<file path="src/rtl/capsense_pkg.sv">
// Shared types and widths for the capacitive-sense pad scan controller.
package capsense_pkg;

  localparam int COUNT_W = 8;
  localparam int DBNC_W  = 3;

  typedef enum logic [1:0] {
    IDLE,
    DISCHARGE,
    MEASURE,
    EVAL
  } scan_state_e;

endpackage

</file>
<file path="src/rtl/capsense_debounce.sv">
// Per-button debouncer: flips the pressed level after DEBOUNCE consecutive
// strobed raw samples that disagree with it, and pulses on each 0->1 flip.
module capsense_debounce
  import capsense_pkg::*;
#(
  parameter int DEBOUNCE = 3
) (
  input  logic clk_i,
  input  logic rst_i,
  input  logic strobe_i,
  input  logic raw_i,
  output logic pressed_o,
  output logic press_event_o
);

  localparam logic [DBNC_W-1:0] DBNC_LAST = DBNC_W'(DEBOUNCE - 1);

  logic [DBNC_W-1:0] dbCnt_q, dbCnt_d;
  logic              pressed_q, pressed_d;
  logic              event_q, event_d;

  always_comb begin
    dbCnt_d   = dbCnt_q;
    pressed_d = pressed_q;
    event_d   = 1'b0;
    if (strobe_i) begin
      if (raw_i == pressed_q) begin
        dbCnt_d = '0;
      end else if (dbCnt_q == DBNC_LAST) begin
        dbCnt_d   = '0;
        pressed_d = ~pressed_q;
        event_d   = ~pressed_q;
      end else begin
        dbCnt_d = dbCnt_q + DBNC_W'(1);
      end
    end
  end

  always_ff @(posedge clk_i) begin
    if (rst_i) begin
      dbCnt_q   <= '0;
      pressed_q <= 1'b0;
      event_q   <= 1'b0;
    end else begin
      dbCnt_q   <= dbCnt_d;
      pressed_q <= pressed_d;
      event_q   <= event_d;
    end
  end

  assign pressed_o     = pressed_q;
  assign press_event_o = event_q;

endmodule

</file>
<file path="src/rtl/capsense_scan_ctrl.sv">
// Sequenced capacitive-pad scanner: discharge all pads, release one, time its rise.
// Define CAPSENSE_BASELINE_TRACK_EN to let idle measurements nudge the baseline.
module capsense_scan_ctrl
  import capsense_pkg::*;
#(
  parameter int N_BTN            = 4,
  parameter int DISCHARGE_CYCLES = 64,
  parameter int MAX_COUNT        = 255,
  parameter int THRESHOLD        = 8,
  parameter int DEBOUNCE         = 3
) (
  input  logic               clk_i,
  input  logic               rst_i,
  input  logic               enable_i,
  input  logic [N_BTN-1:0]   pad_in_i,
  output logic [N_BTN-1:0]   pad_drive_low_o,
  output logic [N_BTN-1:0]   pressed_o,
  output logic [N_BTN-1:0]   press_event_o,
  output logic [N_BTN-1:0]   fault_o,
  output logic               scan_done_o,
  output logic [COUNT_W-1:0] last_count_o
);

  localparam int SEL_W   = (N_BTN > 1) ? $clog2(N_BTN) : 1;
  localparam int DISCH_W = $clog2(DISCHARGE_CYCLES + 1);
  localparam logic [COUNT_W-1:0] MAX_CNT   = COUNT_W'(MAX_COUNT);
  localparam logic [COUNT_W:0]   THRESH_W  = (COUNT_W + 1)'(THRESHOLD);
  localparam logic [DISCH_W-1:0] DISCH_LD  = DISCH_W'(DISCHARGE_CYCLES - 1);
  localparam logic [SEL_W-1:0]   LAST_SEL  = SEL_W'(N_BTN - 1);

  scan_state_e        state_q, state_d;
  logic [N_BTN-1:0]   padMeta_q, padSync_q;
  logic [DISCH_W-1:0] dischCnt_q, dischCnt_d;
  logic [COUNT_W-1:0] riseCnt_q, riseCnt_d;
  logic [SEL_W-1:0]   sel_q;
  logic               calPending_q;
  logic [COUNT_W-1:0] baseline_q [N_BTN];
  logic [N_BTN-1:0]   fault_q;
  logic               scanDone_q;
  logic [COUNT_W-1:0] lastCount_q;

  logic               isFault;
  logic               measDone;
  logic [COUNT_W:0]   limit;
  logic               raw;
  logic               evalStrobe;

  assign isFault    = (riseCnt_q == MAX_CNT);
  assign measDone   = padSync_q[sel_q] || isFault;
  assign limit      = {1'b0, baseline_q[sel_q]} + THRESH_W;
  assign raw        = !isFault && ({1'b0, riseCnt_q} > limit);
  assign evalStrobe = (state_q == EVAL) && !calPending_q;

  always_ff @(posedge clk_i) begin
    if (rst_i) begin
      state_q <= IDLE;
    end else begin
      state_q <= state_d;
    end
  end

  always_comb begin
    state_d    = state_q;
    dischCnt_d = dischCnt_q;
    riseCnt_d  = riseCnt_q;
    case (state_q)
      IDLE: begin
        if (enable_i) begin
          state_d    = DISCHARGE;
          dischCnt_d = DISCH_LD;
        end
      end
      DISCHARGE: begin
        if (dischCnt_q == '0) begin
          state_d   = MEASURE;
          riseCnt_d = '0;
        end else begin
          dischCnt_d = dischCnt_q - DISCH_W'(1);
        end
      end
      MEASURE: begin
        // Saturate at MAX_COUNT: a stuck-low pad exits here instead of wrapping.
        if (measDone) begin
          state_d = EVAL;
        end else begin
          riseCnt_d = riseCnt_q + COUNT_W'(1);
        end
      end
      EVAL: begin
        if (enable_i) begin
          state_d    = DISCHARGE;
          dischCnt_d = DISCH_LD;
        end else begin
          state_d = IDLE;
        end
      end
      default: state_d = IDLE;
    endcase
  end

  always_comb begin
    pad_drive_low_o = '1;
    if (state_q == MEASURE) begin
      pad_drive_low_o[sel_q] = 1'b0;
    end
  end

  always_ff @(posedge clk_i) begin
    if (rst_i) begin
      padMeta_q    <= '0;
      padSync_q    <= '0;
      dischCnt_q   <= '0;
      riseCnt_q    <= '0;
      sel_q        <= '0;
      calPending_q <= 1'b1;
      fault_q      <= '0;
      scanDone_q   <= 1'b0;
      lastCount_q  <= '0;
      for (int i = 0; i < N_BTN; i++) begin
        baseline_q[i] <= '0;
      end
    end else begin
      padMeta_q  <= pad_in_i;
      padSync_q  <= padMeta_q;
      dischCnt_q <= dischCnt_d;
      riseCnt_q  <= riseCnt_d;
      scanDone_q <= 1'b0;
      if (state_q == EVAL) begin
        lastCount_q    <= riseCnt_q;
        fault_q[sel_q] <= isFault;
        // The first sweep after reset only learns each pad's idle rise time.
        if (calPending_q) begin
          baseline_q[sel_q] <= riseCnt_q;
        end
`ifdef CAPSENSE_BASELINE_TRACK_EN
        else if (!raw && !isFault) begin
          if (riseCnt_q > baseline_q[sel_q]) begin
            baseline_q[sel_q] <= baseline_q[sel_q] + COUNT_W'(1);
          end else if (riseCnt_q < baseline_q[sel_q]) begin
            baseline_q[sel_q] <= baseline_q[sel_q] - COUNT_W'(1);
          end
        end
`endif
        if (sel_q == LAST_SEL) begin
          sel_q        <= '0;
          scanDone_q   <= 1'b1;
          calPending_q <= 1'b0;
        end else begin
          sel_q <= sel_q + SEL_W'(1);
        end
      end
    end
  end

  for (genvar g = 0; g < N_BTN; g++) begin : g_dbnc
    capsense_debounce #(
      .DEBOUNCE(DEBOUNCE)
    ) u_debounce (
      .clk_i        (clk_i),
      .rst_i        (rst_i),
      .strobe_i     (evalStrobe && (sel_q == SEL_W'(g))),
      .raw_i        (raw),
      .pressed_o    (pressed_o[g]),
      .press_event_o(press_event_o[g])
    );
  end

  assign fault_o      = fault_q;
  assign scan_done_o  = scanDone_q;
  assign last_count_o = lastCount_q;

endmodule

</file>
<file path="config.mk">
export PLATFORM = sky130hd
export DESIGN_NAME = capsense_scan_ctrl
export DESIGN_NICKNAME = d
export VERILOG_FILES = /design/src/rtl/capsense_pkg.sv /design/src/rtl/capsense_debounce.sv /design/src/rtl/capsense_scan_ctrl.sv
export SDC_FILE = /design/constraint.sdc
export NUM_CORES = 1
export LEC_CHECK = 0
export CELL_PAD_IN_SITES_DETAIL_PLACEMENT = 1
export CELL_PAD_IN_SITES_GLOBAL_PLACEMENT = 2
export CORE_ASPECT_RATIO = 0.9
export CORE_MARGIN = 1
export CORE_UTILIZATION = 39
export DETAILED_ROUTE_END_ITERATION = 10
export PLACE_DENSITY_LB_ADDON = 0.25
export SLEW_MARGIN = 20
export SYNTH_ARGS = -nofsm -noshare
export SYNTH_HDL_FRONTEND = slang
export SYNTH_SLANG_ARGS = --single-unit
</file>
<file path="constraint.sdc">
create_clock -name clk_i -period 3.6 [get_ports clk_i]
set_input_delay 1.08 -clock clk_i [delete_from_list [all_inputs] [get_ports clk_i]]
set_output_delay 1.08 -clock clk_i [all_outputs]
set_load 0.05 [all_outputs]
</file>
Word-level counts from Yosys, hierarchy flattened
Memories as Yosys holds them, arrays and structs flattened. A register that Yosys moved wholly into a read port is not among the register bits. Cells that the tools add are included.

Register bits after elaboration: 61. Bits in latches: 0. Bits in writable memories: 32. Memory bits (read-only): 0. Input port bits: 7. Output and inout bits: 25. Logic and storage cells: 141. Memories kept: 1.

Memory list: baseline_q (words 4, width 8, rd ports 1, clocked after Yosys merged registers in 1, write ports 4, RTL line capsense_scan_ctrl.sv:37) `logic [COUNT_W-1:0] baseline_q [N_BTN];`.

Add/subtract/negate cells: 8. $mul: 0. Divide/modulo/power cells: 0. $lt $le $gt $ge: 3. Eq/ne operators: 21. Shift-type cells: 0. Mux-type cells: 38. Bitwise logic cells: 18. Reduce and logical (&&, ||, !) cells: 30.

Operator list (count): 3-bit two-way mux (8); 8-bit two-way mux (3); 3-bit AND reduction (7); 1-bit inverter (17); 8-bit case mux with 2 select lines (1); 4-bit OR reduction (4); 2-bit two-way mux (7); 7-bit two-way mux (2); 7-bit case mux with 2 select lines (1); 3-bit by 1-bit adder with 3-bit output (second input constant) (4); 3-bit by 2-bit equality test with 1-bit output (second input constant) (4); 1-bit two-way mux (11); 2-bit inequality test (second input constant) (5); 8-bit by 4-bit adder with 9-bit output (second input constant) (1); 8-bit by 9-bit greater-than comparator with 1-bit output (1); 8-bit by 1-bit adder with 8-bit output (second input constant) (1); 2-bit equality test (second input constant) (4); 8-bit equality test (second input constant) (1); 2-bit case mux with 4 select lines (1); 8-bit OR reduction (1); 1-bit logical AND (7); 7-bit zero test (1); 7-bit by 1-bit subtractor with 7-bit output (second input constant) (1); 4-bit bitwise mux (1); other kinds (16) (24).

Logic depth before layout (Yosys ltp)
Depth after elaboration: 6. Gate-level depth with buffers: 11. Gate-level depth less buffers: 10.

Hierarchy
From an unflattened synthesis, not the netlist that was laid out.

Cell total of the unflattened synthesis: 425. Area total of the unflattened synthesis: 4531.8 um2.

By module, submodules not included: capsense_scan_ctrl (times used 1, cells each 325, area an instance 3565.9 um2, seq. area each 1821.7 um2); capsense_debounce (times used 4, cells each 25, area an instance 241.5 um2, seq. area each 100.1 um2).

Worst setup path before layout
OpenSTA, ideal clock, no wires.

Path kind: reg-to-reg. From: reg (tool-made name). To: reg g_dbnc[2].u_debounce.dbCnt_q[1]. Library setup time: 96 ps. Arrival: 2889 ps. Data required time: 3504 ps. Path slack: 615 ps. Cell stages (with the launch flop): 12. Buffers on the path: 1. Clock period less this slack: 2985 ps. Cell sequence: dfxtp_1 > buf_4 > mux4_2 > ha_1 > inv_1 > ha_1 > nand4_1 > o221ai_1 > a211oi_1 > a2111oi_4 > xnor2_1 > o41ai_2.

RTL lines: to (signal assigned) (RTL line capsense_debounce.sv:45) `dbCnt_q <= dbCnt_d;`; to (decl) (RTL line capsense_debounce.sv:18) `logic [DBNC_W-1:0] dbCnt_q, dbCnt_d;`.

Worst setup path after layout
From: reg sel_q[1]. To: out pad_drive_low_o[1].

Cells in the longest elaborated chain, start to end: 6. Elaborated cells on any way between the ends: 7. Those cells by class: 2 x order compare; 3 x mux; 1 x bitwise; 1 x reduce/logical.

RTL lines: from (decl) (RTL line capsense_scan_ctrl.sv:35) `logic [SEL_W-1:0] sel_q;`; from (signal assigned) (RTL line capsense_scan_ctrl.sv:149) `sel_q <= sel_q + SEL_W'(1);`; 2-bit by 3-bit less-than comparator with 1-bit output (not written as such) or 2-bit by 1-bit greater-or-equal comparator with 1-bit output (tied branches) (RTL line capsense_scan_ctrl.sv:104) `pad_drive_low_o[sel_q] = 1'b0;`; 1-bit logical AND (not written as such) (RTL line capsense_scan_ctrl.sv:104); 1-bit two-way mux (not written as such) (RTL line capsense_scan_ctrl.sv:104); 1-bit demux with 2-bit select * (RTL line capsense_scan_ctrl.sv:104); 4-bit inverter (no source line) *; 4-bit two-way mux * (RTL line capsense_scan_ctrl.sv:103) `if (state_q == MEASURE) begin`; to (decl) (RTL line capsense_scan_ctrl.sv:16) `output logic [N_BTN-1:0] pad_drive_low_o,`.

Mark *: on every way between the ends. The rest lies on a longest branch, timed or not.

==> impl_metrics.env <==
export IMPL_n_fill_cell=1263
export IMPL_fin_cells=614
export IMPL_wl_met3_um=225
export IMPL_clock_skew_ns=0.00717
export IMPL_cts_buffer_depth=2
export IMPL_syn_area_um2=4530
export IMPL_areaGrowthSynthToFinish_pct=15.9
export IMPL_multi_input_area_um2=2090
export IMPL_clock_sinks=95
export IMPL_layout_area_seq_um2=2220
export IMPL_drive_above_1_share=0.106
export IMPL_cts_clk_slew_worst_paths_ns=0.07
export IMPL_place_gp_congestion=0.792
export IMPL_dpl_cell_count=596
export IMPL_synth_top_cell_area_share=0.278
export IMPL_crit_fanout=12
export IMPL_hp_class="reg -> reg"
export IMPL_synth_edf_count=32
export IMPL_p_per_area_nw_per_um2=525
export IMPL_fin_ws_ns=0.198
export IMPL_dr_max_layer_used="met4"
export IMPL_arrival_ns=2.32
export IMPL_worstSetupPathType="reg -> out"
export IMPL_ys_seq_area_frac=0.491
export IMPL_clock_latency_ns=0.35
export IMPL_synth_area_leaders="dfxtp_1 28%, edfxtp_1 21%, ha_1 5.8%, mux4_2 4.5%, mux2i_1 4.2%"
export IMPL_yosysMostFrequentCell="dfxtp_1"
export IMPL_coreArea_um2=11100
export IMPL_num_io_pins=32
export IMPL_post_dp_hpwl_mm=7.48
export IMPL_firstDrtPassIters=4
export IMPL_finalSetupTns_ns=0
export IMPL_fin_area_um2=5250
export IMPL_tightestPinTransition_ns=0.683
export IMPL_avgSynthCellArea_um2=10.5
export IMPL_period_minus_slack_ns=3.40
export IMPL_drc=0
export IMPL_reg2reg_depth=11
export IMPL_die_y_um=104
export IMPL_finalHoldViolations=0
export IMPL_drv_cap=0
export IMPL_fmax_mhz=294
export IMPL_synthArstFlopShare=0
export IMPL_antenna_found_initial=0
export IMPL_rows=36
export IMPL_path_depth=4
export IMPL_setup_viol=0
export IMPL_grt_pass1_wl_mm=16.9
export IMPL_synth_cells=432
export IMPL_critPathBufInv=2
export IMPL_placed_area_um2=4960
export IMPL_die_width_um=116
export IMPL_status="completed"
export IMPL_dp_slack_ns=0.113
export IMPL_wl_per_cell_um=16.8
export IMPL_end_kind="primary output"
export IMPL_grt_pass1_vias=3326
export IMPL_p_leak_nw=1.91
export IMPL_ir_worst_vdd_mv=0.403
export IMPL_antenna_cells=0
export IMPL_cp_slowest_cell="clkdlybuf4s50_1"
export IMPL_wl_met1_mm=5.00
export IMPL_fin_crit_sh=0.945
export IMPL_synth_top_area_cell="dfxtp_1"
export IMPL_root_buffer="clkbuf_16"
export IMPL_nets=485
export IMPL_drt_wl_total_mm=10.3
export IMPL_synth_seq_cells=95
export IMPL_synth_fp_nets=460
export IMPL_cts_buffers=9
export IMPL_grt_ovfl_total=0
export IMPL_rsz0062_at_grt="no"
export IMPL_min_path_cells=1
export IMPL_start_kind="flip-flop"
export IMPL_ys_types=43
export IMPL_viasPerCell=5.14
export IMPL_wl_met2_mm=4.97
export IMPL_final_max_slew_viol_count=0
export IMPL_grt_max_degree=61
export IMPL_drtAntennaViolNets=0
export IMPL_path_cells="inv_1 -> ha_1 -> nand2_1 -> clkdlybuf4s50_1"
export IMPL_yosys_warnings=0
export IMPL_synthTopCellsByCount="63 x dfxtp_1, 41 x nor2_1, 32 x edfxtp_1"
export IMPL_synthFlopType="dfxtp_1"
export IMPL_cts_tree="yes"
export IMPL_dr_total_vias=3156
export IMPL_h_tree_depth=3
export IMPL_port_buffers=31
export IMPL_slowest_delay_ns=0.80
export IMPL_drtIter0Drc=136
export IMPL_slew_headroom=0.542
export IMPL_track_usage=0.186
export IMPL_initial_core_util=0.409
export IMPL_crit_required_ns=2.52
export IMPL_die_area_um2=12000
export IMPL_critical_path_top_delay_family="buffers and inverters"
-- per-layer routing --
| layer | track usage | up-vias |
|---|---|---|
| met2 | 0.300 | 39 |
| met4 | 0.0529 | 0 |
| met1 | 0.243 | 1536 |
| met5 | 0 | - |
| met3 | 0.0484 | 7 |
| li1 | - | 1574 |
-- layout by cell type, fill, tap and decap left out, types with 3 or more instances in the layout --
master	instances
a311oi_1	6
or2_2	4
and2_1	25
or4_1	3
clkinvlp_4	3
nor3_1	12
a21oi_1	19
nor2_1	41
ha_1	21
nor2b_1	16
a32o_1	4
clkdlybuf4s50_1	30
edfxtp_1	32
o21ai_0	6
nor4_1	10
clkbuf_16	9
inv_1	18
xnor2_1	13
dfxtp_1	63
nand4_1	5
mux4_2	9
mux2i_1	19
buf_4	13
nand3_1	9
nand2_1	30
xor2_1	8
a21o_1	5
-- cell families after synthesis --
kind of cell | share of synthesized area
muxes | 0.0892
DFF | 0.491
AOI/OAI and AO/OA | 0.0834
adders and majority gates | 0.0580
xor gates and xnor gates | 0.0406
and+or+nand+nor | 0.191
buffers and inverters | 0.0472
-- power breakdown --
| group | leakage, nW | switching [mW] | internal (mW) |
|---|---|---|---|
| Combinational | 0.941 | 0.360 | 0.255 |
| Clock | 0.125 | 0.416 | 0.471 |
| Sequential | 0.842 | 0.0705 | 1.18 |
-- stage by stage --
| step | util | hold slack [ns] | power (mW) |
|---|---|---|---|
| final | 0.474 | 0.436 | 2.76 |
| after global routing | 0.474 | 0.459 | 2.90 |
| after CTS | 0.473 | 0.443 | 2.80 |
| after detailed placement | 0.448 | 0.428 | 1.90 |
| after global placement | 0.448 | 0.424 | 1.88 |
| after floorplan | - | 0.414 | 1.73 |
-- worst paths after layout --
kind	startpoint	end	slack, ns
min reg2reg	padMeta_q[1]	padSync_q[1]	0.44
max reg2reg	flip-flop	g_dbnc[2].u_debounce.dbCnt_q[2]	0.28
max	sel_q[1]	pad_drive_low_o[1]	0.20
min	padMeta_q[1]	padSync_q[1]	0.44
-- repair_timing --
action / 4_1_cts / 5_1_grt
hold buffers: 0 / 0
resized for setup: 0 / 0
buffers inserted: 0 / 2
setup endpoints to repair: 0 / 7
-- worst reg2reg max path, cell delays in order, from the launching register on --
cell	delay (ns)
dfxtp_1	0.49
mux4_2	0.58
ha_1	0.24
nand3_1	0.09
xor2_1	0.17
ha_1	0.26
and3_1	0.23
a211oi_1	0.38
a2111oi_4	0.08
buf_4	0.20
xnor2_1	0.32
a311oi_1	0.14
-- flip-flops by register name, summed over array words and instances, names as in the netlist, named ones only --
| register | flops |
|---|---|
| last_count_o | 8 |
| calPending_q | 1 |
| padMeta_q | 4 |
| sel_q | 2 |
| dischCnt_q | 7 |
| state_q | 2 |
| baseline_q | 32 |
| padSync_q | 4 |
| scan_done_o | 1 |
| g_dbnc.u_debounce.pressed_o | 4 |
| fault_o | 4 |
| riseCnt_q | 8 |
| g_dbnc.u_debounce.press_event_o | 4 |
| g_dbnc.u_debounce.dbCnt_q | 12 |
-- area by class of cell --
| type | instances | share of cell area |
|---|---|---|
| clock buffers | 10 | 0.0436 |
| multi-input cells | 289 | 0.399 |
| repair buffers | 44 | 0.0767 |
| inverters | 18 | 0.0129 |
| well taps | 152 | 0.0362 |
| clock inverters | 6 | 0.00882 |
| flip-flops and latches | 95 | 0.423 |
Power figures use the tool's default switching activity.
